==> src/rtl/mem_wb_commit_pkg.sv <==
// Shared constants and types for the MEM/WB commit stage and its load extractor.
package mem_wb_commit_pkg;

  localparam logic [6:0] OP_LOAD      = 7'b0000011;
  localparam logic [6:0] OP_STORE     = 7'b0100011;
  localparam logic [6:0] OP_BRANCH    = 7'b1100011;
  localparam logic [6:0] OP_JAL       = 7'b1101111;
  localparam logic [6:0] OP_JALR      = 7'b1100111;
  localparam logic [6:0] OP_ARI_RTYPE = 7'b0110011;
  localparam logic [6:0] OP_ARI_ITYPE = 7'b0010011;
  localparam logic [6:0] OP_AUIPC     = 7'b0010111;

  localparam logic [2:0] FUNCT3_BYTE  = 3'b000;
  localparam logic [2:0] FUNCT3_HALF  = 3'b001;
  localparam logic [2:0] FUNCT3_WORD  = 3'b010;
  localparam logic [2:0] FUNCT3_BYTEU = 3'b100;
  localparam logic [2:0] FUNCT3_HALFU = 3'b101;

  localparam logic [1:0] WB_MEM = 2'b00;
  localparam logic [1:0] WB_ALU = 2'b01;
  localparam logic [1:0] WB_PC4 = 2'b10;

  typedef enum logic [1:0] {
    ST_EMPTY     = 2'd0,
    ST_HOLD      = 2'd1,
    ST_WAIT_LOAD = 2'd2
  } state_e;

endpackage

==> src/rtl/mem_wb_commit_load_extract.sv <==
// Combinational load-data extractor: picks the addressed byte/half/word out of an
// aligned dcache word and sign- or zero-extends it. Shared with the forwarding path.
module load_extract
  import mem_wb_commit_pkg::*;
#(
  parameter int XLEN = 32
) (
  input  logic [XLEN-1:0] dcache_dout,
  input  logic [2:0]      funct3,
  input  logic [1:0]      addr_lsb,
  output logic [XLEN-1:0] load_data
);

  logic [7:0]  byte_sel;
  logic [15:0] half_sel;

  assign byte_sel = dcache_dout[{addr_lsb, 3'b000} +: 8];
  assign half_sel = addr_lsb[1] ? dcache_dout[31:16] : dcache_dout[15:0];

  always_comb begin
    case (funct3)
      FUNCT3_BYTE:  load_data = {{(XLEN-8){byte_sel[7]}}, byte_sel};
      FUNCT3_BYTEU: load_data = {{(XLEN-8){1'b0}}, byte_sel};
      FUNCT3_HALF:  load_data = {{(XLEN-16){half_sel[15]}}, half_sel};
      FUNCT3_HALFU: load_data = {{(XLEN-16){1'b0}}, half_sel};
      // Undefined load sizes behave as a full-word load.
      default:      load_data = dcache_dout;
    endcase
  end

endmodule

==> src/rtl/mem_wb_commit.sv <==
// Registered writeback stage: captures one retiring instruction, waits for load data
// when needed, and drives the regfile write port plus a saturating stall counter.
module mem_wb_commit
  import mem_wb_commit_pkg::*;
#(
  parameter int XLEN      = 32,
  parameter int CNT_WIDTH = 32
) (
  input  logic                 clk,
  input  logic                 reset_n,
  input  logic                 in_valid,
  output logic                 in_ready,
  input  logic [6:0]           in_opcode,
  input  logic [2:0]           in_funct3,
  input  logic [1:0]           in_addr_lsb,
  input  logic [XLEN-1:0]      in_alu_result,
  input  logic [XLEN-1:0]      in_pc_plus4,
  input  logic [4:0]           in_rd,
  input  logic [1:0]           in_wbsel,
  input  logic                 in_regwen,
  input  logic                 dcache_resp_valid,
  input  logic [XLEN-1:0]      dcache_dout,
  output logic                 rf_we,
  output logic [4:0]           rf_wa,
  output logic [XLEN-1:0]      rf_wd,
  output logic                 stall,
  output logic [CNT_WIDTH-1:0] stall_cnt,
  input  logic                 stall_cnt_clr
);

  state_e                state_q, state_d;
  logic [6:0]            opcode_q;
  logic [2:0]            funct3_q;
  logic [1:0]            addr_lsb_q;
  logic [XLEN-1:0]       alu_q;
  logic [XLEN-1:0]       pc4_q;
  logic [4:0]            rd_q;
  logic [1:0]            wbsel_q;
  logic                  regwen_q;
  logic [CNT_WIDTH-1:0]  stall_cnt_q, stall_cnt_d;

  logic                  capture;
  logic                  committing;
  logic [XLEN-1:0]       load_data;
  logic [XLEN-1:0]       wd_sel;

  assign stall      = (state_q == ST_WAIT_LOAD) && !dcache_resp_valid;
  assign in_ready   = !stall;
  assign capture    = in_valid && in_ready;
  assign committing = (state_q == ST_HOLD) || ((state_q == ST_WAIT_LOAD) && dcache_resp_valid);

  always_comb begin
    state_d = ST_EMPTY;
    if (capture)
      state_d = (in_opcode == OP_LOAD) ? ST_WAIT_LOAD : ST_HOLD;
    else if (stall)
      state_d = ST_WAIT_LOAD;
  end

  always_comb begin
    stall_cnt_d = stall_cnt_q;
    if (stall_cnt_clr)
      stall_cnt_d = '0;
    else if (stall && (stall_cnt_q != {CNT_WIDTH{1'b1}}))
      stall_cnt_d = stall_cnt_q + 1'b1;
  end

  always_ff @(posedge clk or negedge reset_n) begin
    if (!reset_n) begin
      state_q     <= ST_EMPTY;
      opcode_q    <= '0;
      funct3_q    <= '0;
      addr_lsb_q  <= '0;
      alu_q       <= '0;
      pc4_q       <= '0;
      rd_q        <= '0;
      wbsel_q     <= '0;
      regwen_q    <= 1'b0;
      stall_cnt_q <= '0;
    end else begin
      state_q     <= state_d;
      stall_cnt_q <= stall_cnt_d;
      if (capture) begin
        opcode_q   <= in_opcode;
        funct3_q   <= in_funct3;
        addr_lsb_q <= in_addr_lsb;
        alu_q      <= in_alu_result;
        pc4_q      <= in_pc_plus4;
        rd_q       <= in_rd;
        wbsel_q    <= in_wbsel;
        regwen_q   <= in_regwen;
      end
    end
  end

  load_extract #(.XLEN(XLEN)) u_load_extract (
    .dcache_dout (dcache_dout),
    .funct3      (funct3_q),
    .addr_lsb    (addr_lsb_q),
    .load_data   (load_data)
  );

  always_comb begin
    case (wbsel_q)
      WB_ALU:  wd_sel = alu_q;
      WB_PC4:  wd_sel = pc4_q;
      WB_MEM:  wd_sel = load_data;
      default: wd_sel = '0;
    endcase
  end

  // Stores and branches never write back even if the decoder flagged RegWEn.
  assign rf_we = committing && regwen_q && (rd_q != 5'd0) &&
                 (opcode_q != OP_STORE) && (opcode_q != OP_BRANCH) &&
                 (wbsel_q != 2'b11);
  assign rf_wa = committing ? rd_q : 5'd0;
  assign rf_wd = committing ? wd_sel : '0;

  assign stall_cnt = stall_cnt_q;

endmodule

==> config.mk <==
export PLATFORM = sky130hd
export DESIGN_NAME = mem_wb_commit
export DESIGN_NICKNAME = d
export VERILOG_FILES = /design/src/rtl/mem_wb_commit_pkg.sv /design/src/rtl/mem_wb_commit_load_extract.sv /design/src/rtl/mem_wb_commit.sv
export SDC_FILE = /design/constraint.sdc
export NUM_CORES = 1
export LEC_CHECK = 0
export BUFFER_PORTS_ARGS = -buffer_cell sky130_fd_sc_hd__buf_2
export CORE_ASPECT_RATIO = 2
export CORE_MARGIN = 4
export CORE_UTILIZATION = 30
export DETAILED_ROUTE_END_ITERATION = 8
export MAX_ROUTING_LAYER = met4
export PLACE_DENSITY_LB_ADDON = 0.05
export SLEW_MARGIN = 20
export SYNTH_ARGS = -nofsm -noshare
export SYNTH_HDL_FRONTEND = slang
export SYNTH_SLANG_ARGS = --single-unit
==> constraint.sdc <==
create_clock -name clk -period 2.3 [get_ports clk]
set_input_delay 0.23 -clock clk [delete_from_list [all_inputs] [get_ports clk]]
set_output_delay 0.23 -clock clk [all_outputs]
set_load 0.1 [all_outputs]
==> impl_metrics.csv <==
group,metric,value,unit
placement,numPortBuffers,192,
floorplan,initial_core_util,30.3,%
layout,fillCellCount,2003,
global_route,grt_max_degree,43,
routing,num_vias,5798,
cts,clock-sinks,117,
timing,setup_ws,-0.280,ns
routing,drc,0,
setup_path,crit_path_start_kind,"register",
timing,finalHoldViolCount,0,
setup_path,cp-end-kind,"output pin",
cts,clkTransAtPathRegs,0.05,ns
timing,finClkSkew,0.00726,ns
timing,setup_viol,31,
cts,cts_buffers,17,
power_and_ir_drop,power.share.clock,39.1,%
placement,dp_hpwl,18100,microns
global_route,grt_pass1_vias,6205,
logic_synthesis,syn-cell-area,6330,sq um
timing,setup_tns,-6.16,ns
logic_synthesis,synth_edf_count,0,
power_and_ir_drop,p_leak,4.04,nW
power_and_ir_drop,ir_drop,0.545,mV
global_route,grt_pass1_wl,36100,microns
outcome,status,"finished with violations",
power_and_ir_drop,power.internal,4.83,mW
setup_path,worstSetupEndpoint,"rf_wd[29]",
logic_synthesis,yosysUniqueCellTypes,54,
routing,drtIter0Drc,190,
setup_path,startpoint,"addr_lsb_q[1]",
power_and_ir_drop,p_per_area,728,nW/um^2
logic_synthesis,synth_async_sr_flop_share,100,%
layout,syn2layout_area_growth,54.7,%
floorplan,coreArea,20900,sq um
floorplan,rows,75,
floorplan,ios,193,
layout,final_common_cell,"buf_2",
floorplan,die_h,213,microns
logic_synthesis,syn-num-nets,716,
setup_path,crit_required,2.07,ns
routing,viasPerCell,5.27,
min_path,hold_path.class,"input port to register",
cts,cts_tree,"done",
cts,clock_latency,0.43,ns
timing,holdWs,0.0268,ns
setup_path,path_class,"register to output pin",
logic_synthesis,ys.flop_type,"dfrtp_1",
timing,period_share,112,%
routing,postRouteAntennaNets,0,
cts,cts_root_buffer,"clkbuf_16",
layout,seqCellArea,3010,sq um
flow_run,drv_cap,0,
layout,drive_above_1_share,58.1,%
global_route,grt_antenna_before_repair,6,
setup_path,crit_arrival,2.35,ns
timing,max_freq,388,MHz
setup_path,cp_max_fo,17,
timing,rsz0062_at_grt,"yes",
cts,cts.path.max_buffers,2,
logic_synthesis,syn_inst,594,
floorplan,die_w,111,microns
logic_synthesis,yosysWarnings,0,
min_path,hp-start,"in_alu_result[6]",
logic_synthesis,ys_ff_latch,117,
setup_path,rr_startpoint,"state_q[0]",
layout,most-common-layout-cells,"buf_2 (158), mux2_2 (87), dfrtp_1 (82)",
layout,multi_input_area,3790,sq um
timing,slew_headroom,51.8,%
timing,fin_crit,2.58,ns
logic_synthesis,ys_seq_area_share,46.2,%
power_and_ir_drop,power.switching,2.29,mW
outcome,violations,"negative setup slack",
routing,drtPass1Iterations,4,
floorplan,die-area,23600,sq um
placement,place_congestion,0.877,
layout,fin_nets,933,
cts,htreeDepth,4,
setup_path,regToRegSetupSlack,0.18,ns
logic_synthesis,avgSynthCellArea,10.7,sq um
power_and_ir_drop,seqPwrFrac,32.3,%
setup_path,regToRegEndpoint,"stall_cnt[15]",
power_and_ir_drop,p_comb_share,28.6,%
timing,tightestPinTransition,0.723,ns
routing,drt-total-wl,23000,microns
global_route,grt.overflow.total,0,
routing,detail_route.wl_per_cell,20.9,microns
global_route,grt.total_usage,20.7,%
placement,dp_slack,0.0244,ns
power_and_ir_drop,sw_frac_of_total,32.2,%
setup_path,worst-r2r-cell-count,6,
timing,maxSlewViolCount,0,
timing repair:
action	4_1_cts	5_1_grt
gates cloned	0	0
pin swaps	18	22
hold buffers	2	0
gates resized for setup	43	9
buffers inserted	11	4
setup endpoints to repair	32	45
hold endpoints to repair	40	0
through the flow:
stage                     instances  total power, mW  utilization (%)  cell area [sq um]
final                          1100             7.13             46.8               9790
after global routing           1099             7.43             46.8               9790
after CTS                      1090             7.22             46.4               9720
after detailed placement       1046             4.29             42.2               8820
after global placement         1046             4.26             42.2               8820
after floorplan                 594             3.57                -               6920
sequential cells by signal, indices dropped and copies added (netlist names), 2 cells and up:
register / cells
stall_cnt: 32
wbsel_q: 2
pc4_q: 32
opcode_q: 6
rd_q: 5
state_q: 2
funct3_q: 3
alu_q: 32
addr_lsb_q: 2
routing by layer:
layer  vias to the layer above  share of wire [%]  global-route usage, %
met5                         -                  0                      -
met4                         0                2.9                   9.40
met3                        41                4.7                   4.46
met2                       209                 57                   38.0
met1                      2843                 36                   20.9
li1                       2705                  -                      -
how the worst min path moves through the flow:
stage	end	slack, ns	cells after the start
after floorplan	addr_lsb_q[0]	-0.07	0
after global placement	alu_q[5]	0.30	1
after detailed placement	alu_q[5]	0.30	1
after CTS	alu_q[6]	0.0002	2
after global routing	alu_q[16]	0.005	2
final	alu_q[6]	0.03	2
synth_stat cells (13+ instances only):
library cell | count | area [sq um]
mux2_2 | 93 | 1050
dfrtp_1 | 117 | 2930
o22ai_1 | 21 | 131
a21oi_1 | 54 | 270
a22oi_1 | 25 | 188
inv_1 | 14 | 52.6
or4_1 | 13 | 97.6
nand2_1 | 25 | 93.8
nor2_1 | 32 | 120
o21ai_0 | 15 | 75.1
clkbuf_1 | 32 | 120
nor2b_1 | 16 | 100
power by group through the flow:
| stage | combinational [mW] | sequential, mW | clock (mW) |
|---|---|---|---|
| after floorplan | 1.28 | 2.30 | 0 |
| after global placement | 1.93 | 2.33 | 0 |
| after detailed placement | 1.95 | 2.33 | 0 |
| after CTS | 2.05 | 2.30 | 2.87 |
| after global routing | 2.15 | 2.32 | 2.96 |
| final | 2.04 | 2.30 | 2.78 |
area by class of cell:
type	count	area share, %
sequential	117	30.7
tap	269	3.44
inverter	14	0.613
multi-input combinational	418	38.7
timing repair buffer	243	20.0
clock buffer	24	5.02
clock inverter	8	1.24
antenna	7	0.179
kinds of logic (layout without fill, tap and decap cells):
group / after synthesis / count (layout) / share of synthesized area (%)
compound gates: 166 / 166 / 17.1
simple gates: 149 / 149 / 13.9
flops: 117 / 117 / 46.2
mux: 97 / 97 / 17.8
buf+inv: 59 / 289 / 4.05
xor+xnor: 5 / 5 / 0.692
fa+ha+maj: 1 / 1 / 0.198
other cells: 0 / 7 / 0
worst max-delay path: stages (launching register included):
cell	delay, ns
dfrtp_2	0.43
mux4_2	0.40
nand3_4	0.10
a2111o_1	0.41
buf_12	0.20
o22ai_4	0.16
buf_12	0.20
No activity file was read; power rests on OpenSTA's default activity.
